===== src/rtl/core_defs.sv =====
// Shared front-end definitions: datapath width, the canonical NOP and the
// pipeline-control state encoding.
package core_defs;

  localparam int XLEN = 32;
  localparam logic [XLEN-1:0] NOP_INSTR = 32'h0000_0013;

  typedef enum logic [1:0] {
    RUN      = 2'd0,
    PEND     = 2'd1,
    DRAIN    = 2'd2,
    TRAP_JMP = 2'd3
  } pc_state_e;

endpackage


===== src/rtl/pipe_ctrl.sv =====
// Front-end pipeline control: arbitrates trap/mret/branch redirects and
// fetch/load-store stalls into PC jump/hold and IF/ID, ID/EX hold/flush.
module pipe_ctrl
  import core_defs::*;
#(
  parameter logic [XLEN-1:0] RESET_VEC = 32'h0000_0000
) (
  input  logic            clk,
  input  logic            rst,
  input  logic            ex_jump_flag_in,
  input  logic [XLEN-1:0] ex_jump_addr_in,
  input  logic            mret_flag_in,
  input  logic [XLEN-1:0] mepc_in,
  input  logic            trap_req_in,
  input  logic [XLEN-1:0] trap_vec_in,
  input  logic            ifu_stall_in,
  input  logic            lsu_stall_in,
  output logic            trap_ack_out,
  output logic            pc_jump_flag_out,
  output logic [XLEN-1:0] pc_jump_addr_out,
  output logic            pc_hold_flag_out,
  output logic            hold_if_id_out,
  output logic            hold_id_ex_out,
  output logic            flush_if_id_out,
  output logic            flush_id_ex_out
);

  pc_state_e       state, state_nxt;
  logic [XLEN-1:0] pend_addr_q, trap_vec_q;
  logic            cap_pend, cap_trap;
  logic            redirect;
  logic [XLEN-1:0] redirect_addr;

  // mret outranks a same-cycle branch; both are redirects of equal kind otherwise.
  assign redirect      = mret_flag_in | ex_jump_flag_in;
  assign redirect_addr = mret_flag_in ? mepc_in : ex_jump_addr_in;

  // NOTE: sequential state uses non-blocking assignments so every register
  // samples the pre-edge values, independent of statement order.
  always_ff @(posedge clk) begin
    if (!rst) begin
      state       <= RUN;
      pend_addr_q <= '0;
      trap_vec_q  <= '0;
    end else begin
      state <= state_nxt;
      if (cap_pend) pend_addr_q <= redirect_addr;
      if (cap_trap) trap_vec_q  <= trap_vec_in;
    end
  end

  always_comb begin
    // NOTE: every output gets a default first so no path leaves a value
    // unassigned, which would infer a latch.
    state_nxt        = state;
    cap_pend         = 1'b0;
    cap_trap         = 1'b0;
    trap_ack_out     = 1'b0;
    pc_jump_flag_out = 1'b0;
    pc_jump_addr_out = RESET_VEC;
    pc_hold_flag_out = 1'b0;
    hold_if_id_out   = 1'b0;
    hold_id_ex_out   = 1'b0;
    flush_if_id_out  = 1'b0;
    flush_id_ex_out  = 1'b0;

    unique case (state)
      RUN, PEND: begin
        if (trap_req_in) begin
          // Trap acceptance: freeze fetch and drop whatever redirect was pending.
          cap_trap         = 1'b1;
          state_nxt        = DRAIN;
          pc_hold_flag_out = 1'b1;
          hold_if_id_out   = 1'b1;
          flush_id_ex_out  = 1'b1;
        end else if (state == PEND) begin
          if (ifu_stall_in) begin
            pc_hold_flag_out = 1'b1;
            hold_if_id_out   = 1'b1;
          end else begin
            pc_jump_flag_out = 1'b1;
            pc_jump_addr_out = pend_addr_q;
            flush_if_id_out  = 1'b1;
            state_nxt        = RUN;
          end
        end else if (redirect) begin
          flush_if_id_out = 1'b1;
          flush_id_ex_out = 1'b1;
          if (ifu_stall_in) begin
            cap_pend         = 1'b1;
            pc_hold_flag_out = 1'b1;
            state_nxt        = PEND;
          end else begin
            pc_jump_flag_out = 1'b1;
            pc_jump_addr_out = redirect_addr;
          end
        end else begin
          pc_hold_flag_out = ifu_stall_in | lsu_stall_in;
          hold_if_id_out   = ifu_stall_in | lsu_stall_in;
          hold_id_ex_out   = lsu_stall_in;
          flush_id_ex_out  = ifu_stall_in & ~lsu_stall_in;
        end
      end
      DRAIN: begin
        pc_hold_flag_out = 1'b1;
        hold_if_id_out   = 1'b1;
        flush_id_ex_out  = 1'b1;
        if (!lsu_stall_in && !ifu_stall_in) state_nxt = TRAP_JMP;
      end
      TRAP_JMP: begin
        pc_jump_flag_out = 1'b1;
        pc_jump_addr_out = trap_vec_q;
        flush_if_id_out  = 1'b1;
        flush_id_ex_out  = 1'b1;
        trap_ack_out     = 1'b1;
        state_nxt        = RUN;
      end
      default: state_nxt = RUN;
    endcase

    // A jump beats a hold on the PC; a flush beats a hold on the same register.
    if (pc_jump_flag_out) pc_hold_flag_out = 1'b0;
    if (flush_if_id_out)  hold_if_id_out   = 1'b0;
    if (flush_id_ex_out)  hold_id_ex_out   = 1'b0;

    if (!rst) begin
      trap_ack_out     = 1'b0;
      pc_jump_flag_out = 1'b0;
      pc_jump_addr_out = RESET_VEC;
      pc_hold_flag_out = 1'b0;
      hold_if_id_out   = 1'b0;
      hold_id_ex_out   = 1'b0;
      flush_if_id_out  = 1'b0;
      flush_id_ex_out  = 1'b0;
    end
  end

endmodule

===== config.mk =====
export PLATFORM = sky130hd
export DESIGN_NAME = pipe_ctrl
export DESIGN_NICKNAME = d
export VERILOG_FILES = /design/src/rtl/core_defs.sv /design/src/rtl/pipe_ctrl.sv
export SDC_FILE = /design/constraint.sdc
export NUM_CORES = 1
export LEC_CHECK = 0
export ABC_AREA = 1
export ABC_CLOCK_PERIOD_IN_PS = 1100
export CAP_MARGIN = 40
export CORE_ASPECT_RATIO = 1.2
export CORE_MARGIN = 2
export CORE_UTILIZATION = 45
export CTS_CLUSTER_DIAMETER = 80
export CTS_CLUSTER_SIZE = 40
export DETAILED_ROUTE_END_ITERATION = 8
export DONT_BUFFER_PORTS = 1
export GPL_ROUTABILITY_DRIVEN = 1
export PLACE_DENSITY = 0.64
export SETUP_SLACK_MARGIN = 0.3
export SLEW_MARGIN = 40
export SYNTH_ARGS = -nofsm -noshare
export SYNTH_HDL_FRONTEND = slang
export SYNTH_SLANG_ARGS = --single-unit
export TNS_END_PERCENT = 5

===== constraint.sdc =====
create_clock -name clk -period 1.1 [get_ports clk]
set_input_delay 0.055 -clock clk [delete_from_list [all_inputs] [get_ports clk]]
set_output_delay 0.055 -clock clk [all_outputs]
set_load 0.005 [all_outputs]

==> impl_metrics.py <==
metrics = {
    "floorplan": {
        "ios": 142,
        "die_x_microns": 88.3,
        "rows": 36,
        "core_sq_um": 8200,
        "die_area_sq_um": 9280,
        "die_h_microns": 105,
        "initial_core_util": 0.468,
    },
    "setup_path": {
        "crit_chain": "nor2_4 > o21ai_2 > nor2_2 > buf_12 > nand3_1 > nand2_1",
        "critPathMaxFanout": 32,
        "worstPathRequired_ns": 1.04,
        "cp-start-kind": "flop",
        "crit_type": "reg -> out",
        "cp_data_arrival_time_ns": 1.50,
        "worst_setup_path_end_kind": "output pin",
        "crit_slowest_cell": "dfxtp_2",
        "cpPeakStageDelay_ns": 0.36,
    },
    "clocking": {
        "cts.path.max_buffers": 2,
        "cts_root_buf": "clkbuf_8",
        "clock_sinks": 66,
        "htreeDepth": 3,
        "clock_latency_ns": 0.34,
        "post_cts_buffers": 0,
        "cts-buffers-inserted": 9,
        "cts.clk_slew.worst_paths_ns": 0.08,
        "cts_tree": "done",
    },
    "synth": {
        "synth_top_cells_by_count": "nand2_1, o21ai_0, inv_1",
        "synth-main-ff-cell": "dfxtp_1",
        "synthesis.nets": 745,
        "synth.distinct_cells": 22,
        "synth_edf_count": 0,
        "synth_top_area_frac": 0.344,
        "synth_warnings": 0,
        "netlist_instances": 642,
        "syn_area_per_cell_sq_um": 5.98,
        "async_reset_ff_frac": 0,
        "synth_top_cells_by_area": "dfxtp_1, nand2_1, o21ai_0",
        "ys_seq_area_frac": 0.344,
        "ys_seq_elements": 66,
        "syn_area_sq_um": 3840,
        "synth.most_common_cell": "nand2_1",
        "yosys.area.top_type": "dfxtp_1",
    },
    "status": {
        "violations": "negative hold slack, negative setup slack",
        "outcome": "finished with violations",
    },
    "layout": {
        "antenna_cells": 0,
        "final_nets": 758,
        "drive_gt1_frac": 0.0973,
        "num-fill-cells": 864,
        "final_cell_area_sq_um": 4480,
        "area_growth_pct": 16.7,
    },
    "timing": {
        "max_freq_ghz": 0.643,
        "rsz0062_at_grt": "yes",
        "hold_slack_ns": -0.168,
        "finalSetupViolCount": 81,
        "tns_ns": -19.43,
        "hold_violations": 66,
        "finalClockSkew_ns": 0.0126,
        "worst_slack_ns": -0.456,
        "period_share": 1.41,
        "slew_violations": 0,
        "max-slew-margin-rel": 0.674,
        "min_period_ns": 1.56,
        "worstMarginPinSlew_ns": 0.484,
    },
    "global_routing": {
        "first_global_vias": 3899,
        "grt_pass1_wl_microns": 18300,
        "grt-ovfl-total": 0,
        "globalRouteTotalUtil": 0.244,
        "grt_max_degree": 68,
        "antenna_found_initial": 0,
    },
    "power": {
        "pwr-share-seq": 0.451,
        "power_leakage_uw": 0.00206,
        "clkPwrFrac": 0.319,
        "swShare": 0.311,
        "p_switching_uw": 1850,
        "p_per_area_nw_per_um2": 1330,
        "combinationalPowerShare": 0.230,
        "vdd_drop_max_uv": 647,
        "p_int_uw": 4100,
    },
    "route": {
        "drc": 0,
        "routed_wirelength_microns": 11300,
        "antenna_left": 0,
        "vias": 4063,
        "initialDrtViolationCount": 282,
        "via_per_inst": 5.26,
        "drt_pass1_iterations": 5,
        "wire_per_inst_microns": 14.6,
    },
    "flow_run": {
        "maxCapViolCount": 0,
    },
    "placement": {
        "hpwl_microns": 7490,
        "place.gp.congestion": 0.901,
        "io_buffers": 0,
        "place_area_sq_um": 4040,
    },
    "min_path": {
        "hold_path_class": "in -> reg",
    },
}
path summary, 6_finish.rpt:
kind	start	endpoint	slack, ns	cells past startpoint
worst min-delay path	rst	pend_addr_q[9]	-0.17	2
worst max-delay path	state[1]	pc_jump_addr_out[22]	-0.46	6
worst min register to register	pend_addr_q[11]	pend_addr_q[11]	0.45	2
worst max register to register	state[1]	pend_addr_q[6]	-0.13	7
state kept, by name, indices dropped and copies added, names as in the netlist:
| name | flops |
|---|---|
| pend_addr_q | 32 |
| trap_vec_q | 32 |
| state | 2 |
routing by layer:
metal	share of wire	wire length, microns	track usage
met3	0.069	778	0.0521
met4	0.022	252	0.0898
met2	0.47	5340	0.405
met5	0	0	0
met1	0.44	4910	0.305
what timing repair did:
action                                 4_1_cts  5_1_grt
resized for setup                            8        7
setup endpoints to repair                  105      105
hold buffers                                15        7
pin swaps                                    0        0
endpoints found under the hold margin       66       66
critical path: cells and delay by family (launching register included):
kind / cells / cell delay (ns)
and+or+nand+nor: 4 / 0.51
DFF: 1 / 0.36
buffers and inverters: 1 / 0.21
AOI/OAI and AO/OA: 1 / 0.09
final cells by class:
| type | count | area (sq um) | area share |
|---|---|---|---|
| multi-input cells | 455 | 2030 | 0.454 |
| clock inverters | 2 | 12.5 | 0.00279 |
| repair buffers | 47 | 512 | 0.114 |
| inverters | 76 | 285 | 0.0637 |
| clock buffers | 12 | 165 | 0.0369 |
| well taps | 114 | 143 | 0.0319 |
| flip-flops and latches | 66 | 1330 | 0.296 |
cell usage in the layout, fill, tap and decap left out:
cell type      netlist  layout
clkbuf_8             0      12
nand2_2              1      10
inv_1               72      72
o21a_1               1       1
nand2_1            173     164
buf_12               0       8
nand3_1             66      66
nor2_4               2       2
o21ai_2              0       1
buf_6                3       1
o21ai_0             97      97
inv_2                4       4
buf_4                0      16
dlygate4sd3_1        0      22
dfxtp_4              0       1
nor2_2               4       6
clkinv_2             0       1
dfxtp_1             66      64
a21oi_1             37      37
nor3_1               1       1
dfxtp_2              0       1
clkinvlp_4           0       1
a211oi_1             1       1
o21ai_1              2       1
nor2_1              68      66
nand4_1              1       1
nor4_1               1       1
per-stage QoR:
stage | total power, uW | hold slack, ns | setup slack (ns) | instances | utilization
3_5_place_dp | 4000 | 0.150 | -0.214 | 736 | 0.493
4_1_cts | 5950 | -0.180 | -0.460 | 765 | 0.535
3_3_place_gp | 3970 | 0.152 | -0.155 | 736 | 0.493
5_1_grt | 6270 | -0.175 | -0.559 | 772 | 0.546
6_report | 5940 | -0.168 | -0.456 | 772 | 0.546
2_1_floorplan | 3670 | 0.145 | -0.0306 | 642 | -
power groups by stage:
stage	Clock [uW]	Combinational (uW)	Sequential [uW]
after floorplan	0	971	2700
after global placement	0	1250	2720
after detailed placement	0	1270	2730
after CTS	1940	1330	2680
after global routing	2020	1540	2700
final	1900	1370	2680
kinds of logic after synthesis:
kind of cell / Yosys count / share of synthesized area
flip-flops: 66 / 0.344
AO/OA/AOI/OAI: 138 / 0.181
AND/OR/NAND/NOR: 317 / 0.341
buffers and inverters: 121 / 0.134
(Power assumes the default switching activity.)
